--- config.mk ---
export PLATFORM = sky130hd
export DESIGN_NAME = stack_spill_ctrl
export DESIGN_NICKNAME = d
export VERILOG_FILES = /design/src/rtl/stack_spill_ctrl_pkg.sv /design/src/rtl/stack_spill_ctrl.sv
export SDC_FILE = /design/constraint.sdc
export NUM_CORES = 1
export LEC_CHECK = 0
export CORE_MARGIN = 5
export CORE_UTILIZATION = 45
export CTS_BUF_LIST = sky130_fd_sc_hd__clkbuf_8
export DETAILED_ROUTE_END_ITERATION = 6
export DONT_BUFFER_PORTS = 1
export GPL_TIMING_DRIVEN = 0
export PLACE_DENSITY = 0.67
export REMOVE_ABC_BUFFERS = 1
export SETUP_SLACK_MARGIN = 0.2
export SLEW_MARGIN = 20
export SYNTH_ARGS = -nofsm -noshare
export SYNTH_HDL_FRONTEND = slang
export SYNTH_SLANG_ARGS = --single-unit
--- constraint.sdc ---
create_clock -name clk_i -period 3.62 [get_ports clk_i]
set_input_delay 0.724 -clock clk_i [delete_from_list [all_inputs] [get_ports clk_i]]
set_output_delay 0.724 -clock clk_i [all_outputs]
set_load 0.005 [all_outputs]
--- src/rtl/stack_spill_ctrl_pkg.sv ---
// Shared definitions for the stack spill/fill sequencer.
package stack_spill_ctrl_pkg;

  // Sequencer states: idle (core-facing), spilling the bottom entry, filling below the bottom.
  typedef enum logic [1:0] {
    StIdle  = 2'd0,
    StSpill = 2'd1,
    StFill  = 2'd2
  } state_e;

endpackage

--- src/rtl/stack_spill_ctrl.sv ---
// Sequencer for one on-chip register stack: unlimited-depth push/pop towards the core,
// spilling the bottom entry to memory on overflow and filling it back when the ring runs dry.
module stack_spill_ctrl
  import stack_spill_ctrl_pkg::*;
#(
  parameter int unsigned Dep   = 2,
  parameter int unsigned L     = 16,
  parameter int unsigned Aw    = 16,
  parameter int unsigned Base  = 0,
  parameter int unsigned Msize = 256
) (
  input  logic           clk_i,
  input  logic           rst_i,
  input  logic           push_i,
  input  logic           pop_i,
  input  logic [L-1:0]   din_i,
  output logic           ack_o,
  output logic           oflow_o,
  output logic           uflow_o,
  output logic [Dep:0]   cnt_o,
  output logic [Dep-1:0] sp_o,
  output logic [Dep-1:0] spdec_o,
  output logic           spush_o,
  output logic [L-1:0]   sin_o,
  input  logic [L-1:0]   sout_i,
  output logic           mem_req_o,
  output logic           mem_we_o,
  output logic [Aw-1:0]  mem_addr_o,
  output logic [L-1:0]   mem_wdata_o,
  input  logic [L-1:0]   mem_rdata_i,
  input  logic           mem_ack_i
);

  localparam logic [Dep:0]   NEnt   = (Dep+1)'(2 ** Dep);
  localparam logic [Dep:0]   OneCnt = (Dep+1)'(1);
  localparam logic [Dep-1:0] OneIdx = Dep'(1);
  localparam logic [Aw:0]    OneM   = (Aw+1)'(1);
  localparam logic [Aw:0]    BaseW  = (Aw+1)'(Base);
  localparam logic [Aw:0]    MsizeW = (Aw+1)'(Msize);

  state_e         state_q, state_d;
  logic [Dep-1:0] t_q, t_d;
  logic [Dep:0]   c_q, c_d;
  // One extra bit so m can reach Msize even when Msize == 2^Aw - Base.
  logic [Aw:0]    m_q, m_d;

  logic [Dep-1:0] b_idx;
  logic [Dep-1:0] f_idx;
  logic [Aw:0]    spill_addr;
  logic [Aw:0]    fill_addr;

  // Ring positions of the bottom entry and of the free slot just below it.
  always_comb begin
    b_idx      = t_q + c_q[Dep-1:0] - OneIdx;
    f_idx      = t_q + c_q[Dep-1:0];
    spill_addr = BaseW + m_q;
    fill_addr  = BaseW + m_q - OneM;
  end

  assign mem_wdata_o = sout_i;
  assign cnt_o       = c_q;

  // Next-state and output decode for the three-state sequencer.
  always_comb begin
    state_d    = state_q;
    t_d        = t_q;
    c_d        = c_q;
    m_d        = m_q;
    ack_o      = 1'b0;
    oflow_o    = 1'b0;
    uflow_o    = 1'b0;
    spush_o    = 1'b0;
    spdec_o    = t_q;
    sin_o      = din_i;
    sp_o       = t_q;
    mem_req_o  = 1'b0;
    mem_we_o   = 1'b0;
    mem_addr_o = '0;
    unique case (state_q)
      StIdle: begin
        if (push_i) begin
          if (pop_i && (c_q != '0)) begin
            // Replace top in place.
            ack_o   = 1'b1;
            spush_o = 1'b1;
            spdec_o = t_q;
          end else if (c_q != NEnt) begin
            ack_o   = 1'b1;
            spush_o = 1'b1;
            spdec_o = t_q - OneIdx;
            t_d     = t_q - OneIdx;
            c_d     = c_q + OneCnt;
          end else if (m_q != MsizeW) begin
            // Core keeps push asserted; it is accepted once the bottom is spilled.
            state_d = StSpill;
          end else begin
            oflow_o = 1'b1;
          end
        end else if (pop_i) begin
          if (c_q != '0) begin
            ack_o = 1'b1;
            t_d   = t_q + OneIdx;
            c_d   = c_q - OneCnt;
            if ((c_q == OneCnt) && (m_q != '0)) begin
              state_d = StFill;
            end
          end else if (m_q != '0) begin
            state_d = StFill;
          end else begin
            ack_o   = 1'b1;
            uflow_o = 1'b1;
          end
        end
      end
      StSpill: begin
        sp_o       = b_idx;
        mem_req_o  = 1'b1;
        mem_we_o   = 1'b1;
        mem_addr_o = spill_addr[Aw-1:0];
        if (mem_ack_i) begin
          m_d     = m_q + OneM;
          c_d     = c_q - OneCnt;
          state_d = StIdle;
        end
      end
      StFill: begin
        mem_req_o  = 1'b1;
        mem_addr_o = fill_addr[Aw-1:0];
        if (mem_ack_i) begin
          spush_o = 1'b1;
          spdec_o = f_idx;
          sin_o   = mem_rdata_i;
          m_d     = m_q - OneM;
          c_d     = c_q + OneCnt;
          state_d = StIdle;
        end
      end
      default: state_d = StIdle;
    endcase
  end

  // State registers; reset abandons any transfer in flight.
  always_ff @(posedge clk_i or posedge rst_i) begin
    if (rst_i) begin
      state_q <= StIdle;
      t_q     <= '0;
      c_q     <= '0;
      m_q     <= '0;
    end else begin
      state_q <= state_d;
      t_q     <= t_d;
      c_q     <= c_d;
      m_q     <= m_d;
    end
  end

endmodule

# Word-level counts from Yosys, hierarchy flattened
# Cells that the tools add are included.
[totals] output_inout_bits=61 ff_bits=24 in_bits=53 wordCells=96
[op_classes] n_reduce_logical=14 mux=54 addsub=8 eq_ne=16
[op_table] cell="$mux W17" count=2
[op_table] cell="$mux W2" count=17
[op_table] cell="$pmux W17 S2" count=1
[op_table] cell="$mux W16" count=2
[op_table] cell="$pmux W16 S2" count=1
[op_table] cell="$mux W3" count=7
[op_table] cell="$ne A3 B3 Y1 const B" count=7
[op_table] cell="$mux W1" count=20
[op_table] cell="$add A17 B1 Y17 const B" count=1
[op_table] cell="$ne A17 B9 Y1 const B" count=1
[op_table] cell="$reduce_bool A17 Y1" count=1
[op_table] cell="$sub A17 B1 Y17 const B" count=1
[op_table] cell="$reduce_and A7 Y1" count=2
[op_table] cell="$pmux W3 S3" count=1
[op_table] cell="$ne A4 B4 Y1 const B" count=2
[op_table] cell="$pmux W2 S2" count=2
[op_table] cell="$reduce_and A3 Y1" count=2
[op_table] cell="$reduce_bool A2 Y1" count=3
[op_table] cell="$reduce_bool A3 Y1" count=2
[op_table] cell="$ne A2 B2 Y1 const B" count=2
[op_table] cell="$sub A2 B1 Y2 const B" count=2
[op_table] cell="$add A3 B1 Y3 const B" count=1
[op_table] cell="$eq A3 B1 Y1 const B" count=1
[op_table] cell="$sub A3 B1 Y3 const B" count=1
[op_table] cell="other kinds (9)" count=10

# Logic depth before layout (Yosys ltp)
[depth] ltp_word=7 ltp_mapped=8 depth_no_buf=7

# Worst setup path before layout
# Ideal clock, no wire load.
[synth_timing] path_type="register to output" start="register m_q[0]" end="output ack_o" arrival_time_ns=2.078 setup_slack_ns=0.818 required_ns=2.896 stages_incl_launch_ff=9 n_path_buf=1 path_cell_list="dfrtp_1 > inv_1 > ha_1 > or4b_4 > buf_6 > or3_4 > o21ai_1 > a21oi_1 > nor3_1"
[synth_via] elab_chain_len=6
[synth_lines] element="from (decl)" line="stack_spill_ctrl.sv:45" rtl="logic [Aw:0] m_q, m_d;"
[synth_lines] element="from (signal assigned)" line="stack_spill_ctrl.sv:153" rtl="m_q <= m_d;"
[synth_lines] element="$reduce_bool A17 Y1" line="stack_spill_ctrl.sv:107" rtl="end else if (m_q != '0) begin"
[synth_lines] element="$mux W1" line="stack_spill_ctrl.sv:107"
[synth_lines] element="$mux W1" line="stack_spill_ctrl.sv:100" rtl="if (c_q != '0) begin"
[synth_lines] element="$mux W1" line="stack_spill_ctrl.sv:99" rtl="end else if (pop_i) begin"
[synth_lines] element="$mux W1" line="stack_spill_ctrl.sv:81" rtl="if (push_i) begin"
[synth_lines] element="$mux W1" line="stack_spill_ctrl.sv:79" rtl="unique case (state_q)"
[synth_lines] element="to (decl)" line="stack_spill_ctrl.sv:17" rtl="output logic ack_o,"
# Every way passes these cells.

# Final worst setup path
# Same ends and word-level chain as after synthesis.

==> metrics.md <==
| Metric | Value |
|---|---|
| Core Region | 5540 um^2 |
| Post-route cell area | 2470 um^2 |
| Die Y-Extent | 85.7 um |
| Yosys cell types | 57 |
| Slew Limit Fails | 0 |
| Clk slew on worst S/H paths | 0.09 ns |
| Inserted Clock Buffers | 3 |
| Critical path data required time | 2.90 ns |
| Finished Layout Cells | 357 |
| Synthesized area per cell | 8.01 um^2 |
| Antenna violations before repair | 0 |
| First-pass GRT wire length | 11.2 mm |
| Synth cell count leaders | 29 x nor2_1, 24 x dfrtp_1, 23 x o21ai_0 |
| I/O pins | 114 |
| # rows | 27 |
| Worst flop-to-flop path startpoint | state_q[0] |
| Area grow syn2layout | -4.12% |
| R2R depth | 7 |
| Share of post-route cells with drive strength above 1 | 0.112 |
| Largest net degree at the start of global routing | 32 |
| Placed inst area | 2420 um^2 |
| Clock Skew | 0.00292 ns |
| Post-synth EDFFs | 0 |
| Via count | 2278 |
| Period utilization | 0.917 |
| Vias/cell | 6.38 |
| Critical Path AT | 2.60 ns |
| Leading area contributor after synthesis | dfrtp_1 |
| PortBufs | 0 |
| Slew @ Worst Pin | 0.976 ns |
| Number of register bits inferred by synthesis | 24 |
| Final-report hold violation count | 0 |
| Starting Density | 0.466 |
| DR WL/cell | 20.1 um |
| Critical path launch point type | register |
| Critical path class | register to primary output |
| Period minus WS final | 3.32 ns |
| H-tree depth | 1 |
| Grt ovf | 0 |
| RSZ-0062 raised after global routing | no |
| Yosys warnings | 0 |
| Fillers | 562 |
| R2R Path End | m_q[16] |
| Sink Count | 24 |
| Clk buf depth | 2 |
| GRT Util Overall | 0.187 |
| Reg2Reg Setup Slack | 0.60 ns |
| Detail Route Antenna Nets | 0 |
| HP Class | input port to asynchronous set/reset pin |
| Worst slew margin | 0.345 |
| Postcts setup bufs | 0 |
| Post-Syn Area | 2580 um^2 |
| ANT cells | 0 |
| RePlAce Congestion | 0.859 |
| Die ar. | 7350 um^2 |
| Final wirelength | 7.18 mm |
| Cells after Synth | 322 |
| Leak pwr | 0.952 nW |
| Cell with the most instances after synthesis | nor2_1 |
| Fin util | 0.446 |
| Max Clk Rate | 301 MHz |
| Outcome | finished clean |
| Sequential-to-total area share from yosys stat | 0.233 |
| Setup violators final | 0 |
| Share of the synthesized area in the top cell type | 0.233 |
| CTS tree | built |
| Worst Setup End Kind | primary output |
| First-pass DRT Iterations | 4 |
| Maximum fanout along the worst path | 8 |
| Seq. cell area | 601 um^2 |
| Multi-input logic area | 1700 um^2 |
| Number of remaining DRC errors | 0 |
| Top cells by area, synth | dfrtp_1 23%, mux2_2 7.4%, buf_4 5.8%, ha_1 5.3%, xnor2_1 4.8% |
| Root buf cell | clkbuf_8 |
| Power per cell area | 850 nW/um^2 |
| Setup slack after layout | 0.300 ns |
| Nets | 351 |
| Clk_lat worst skew | 0.28 ns |
| DPL Wire Length | 5.17 mm |
| Post-synth ARST share | 1.00 |
| Worst vdd ir | 0.419 mV |
| Vias in the first global route | 2184 |
| First DRT Iteration DRCs | 189 |
| Main synth FF type | dfrtp_1 |
| Width of the chip | 85.7 um |
| Placed cells | 354 |
| Place WS | -0.141 ns |
| Maxcap violations | 0 |
## power by group
part / internal (W) / total, W / switching (W)
sequential: 0.000384 / 0.000645 / 0.000262
combinational: 0.000500 / 0.00129 / 0.000785
clock: 0.0000749 / 0.000172 / 0.0000971
total: 0.000959 / 0.00210 / 0.00114
## critical path, cell delays in order, from the launching register on
cell and delay (ns):
dfrtp_1 0.46, inv_1 0.15, ha_1 0.26, or4b_4 0.57, or3_4 0.43, o21ai_1 0.15
a21oi_1 0.08, nor3_1 0.23
## placed cells by master, fill, tap and decap left out, types with 3 or more instances in the layout
| cell | Yosys | routed |
|---|---|---|
| nor2_1 | 29 | 29 |
| dfrtp_1 | 24 | 24 |
| o21ai_0 | 23 | 23 |
| nand2_1 | 20 | 20 |
| a21oi_1 | 20 | 20 |
| mux2_2 | 17 | 17 |
| xnor2_1 | 14 | 14 |
| nor3_1 | 12 | 12 |
| xor2_1 | 11 | 11 |
| ha_1 | 11 | 10 |
| nand3_1 | 9 | 9 |
| inv_1 | 10 | 9 |
| a31oi_1 | 8 | 8 |
| nand4_1 | 5 | 5 |
| nor4_1 | 4 | 4 |
| or4_1 | 4 | 4 |
| nand2b_1 | 4 | 4 |
| o31ai_1 | 4 | 4 |
| a22oi_1 | 4 | 4 |
| nor2b_1 | 3 | 3 |
| o21ai_1 | 3 | 3 |
| a32oi_1 | 3 | 3 |
| nand3b_1 | 3 | 3 |
| clkbuf_8 | 1 | 3 |
## repair_timing
item | 4_1_cts | 5_1_grt
setup endpoints to repair | 33 | 19
resized for setup | 1 | 1
hold endpoints to repair | 0 | 0
pin swaps | 0 | 0
hold buffers | 0 | 0
## how the worst max path moves through the flow
stage	startpoint	to	slack (ns)	depth (start not counted)
6_report	m_q[0]	ack_o	0.30	7
4_1_cts	state_q[0]	mem_addr_o[6]	0.24	6
3_3_place_gp	state_q[0]	m_q[16]	-0.08	7
5_1_grt	m_q[0]	ack_o	0.20	7
2_1_floorplan	state_q[0]	m_q[16]	0.67	7
3_5_place_dp	state_q[0]	m_q[16]	-0.14	7
## kinds of logic (layout without fill, tap and decap cells)
| logic type | count (synthesis) | count (layout) | synth area share |
|---|---|---|---|
| AO/OA/AOI/OAI | 79 | 79 | 0.189 |
| buffers and inverters | 51 | 14 | 0.113 |
| AND/OR/NAND/NOR | 113 | 113 | 0.245 |
| XOR/XNOR | 25 | 25 | 0.0849 |
| adder cells (fa/ha/maj) | 11 | 11 | 0.0533 |
| multiplexers | 19 | 19 | 0.0820 |
| flip-flops | 24 | 24 | 0.233 |
## flip-flops by register name, indices dropped and copies added, names as in the netlist
register / flops
t_q: 2
state_q: 2
cnt_o: 3
m_q: 17
## metal layers
layer	share of wire	global-route usage	vias to the layer above	routed length, um
li1	-	-	1071	-
met1	0.40	0.237	1073	2890
met2	0.50	0.300	125	3590
met3	0.091	0.0701	9	656
met4	0.0072	0.0489	0	52
met5	0	0	-	0
## area by class of cell
cell class,instances,share of cell area
Sequential cell,24,0.243
Inverter,11,0.0167
Multi-Input combinational cell,247,0.687
Tap cell,72,0.0364
Clock buffer,3,0.0167
## through the flow
stage / TNS (ns) / total power [W] / hold slack, ns
global route: 0 / 0.00228 / 0.471
finish: 0 / 0.00210 / 0.426
detailed placement: -0.273 / 0.00191 / 0.456
floorplan: 0 / 0.00159 / 0.438
global placement: -0.141 / 0.00188 / 0.458
CTS: 0 / 0.00209 / 0.471
Note: power is estimated with default switching activity, not from simulation.
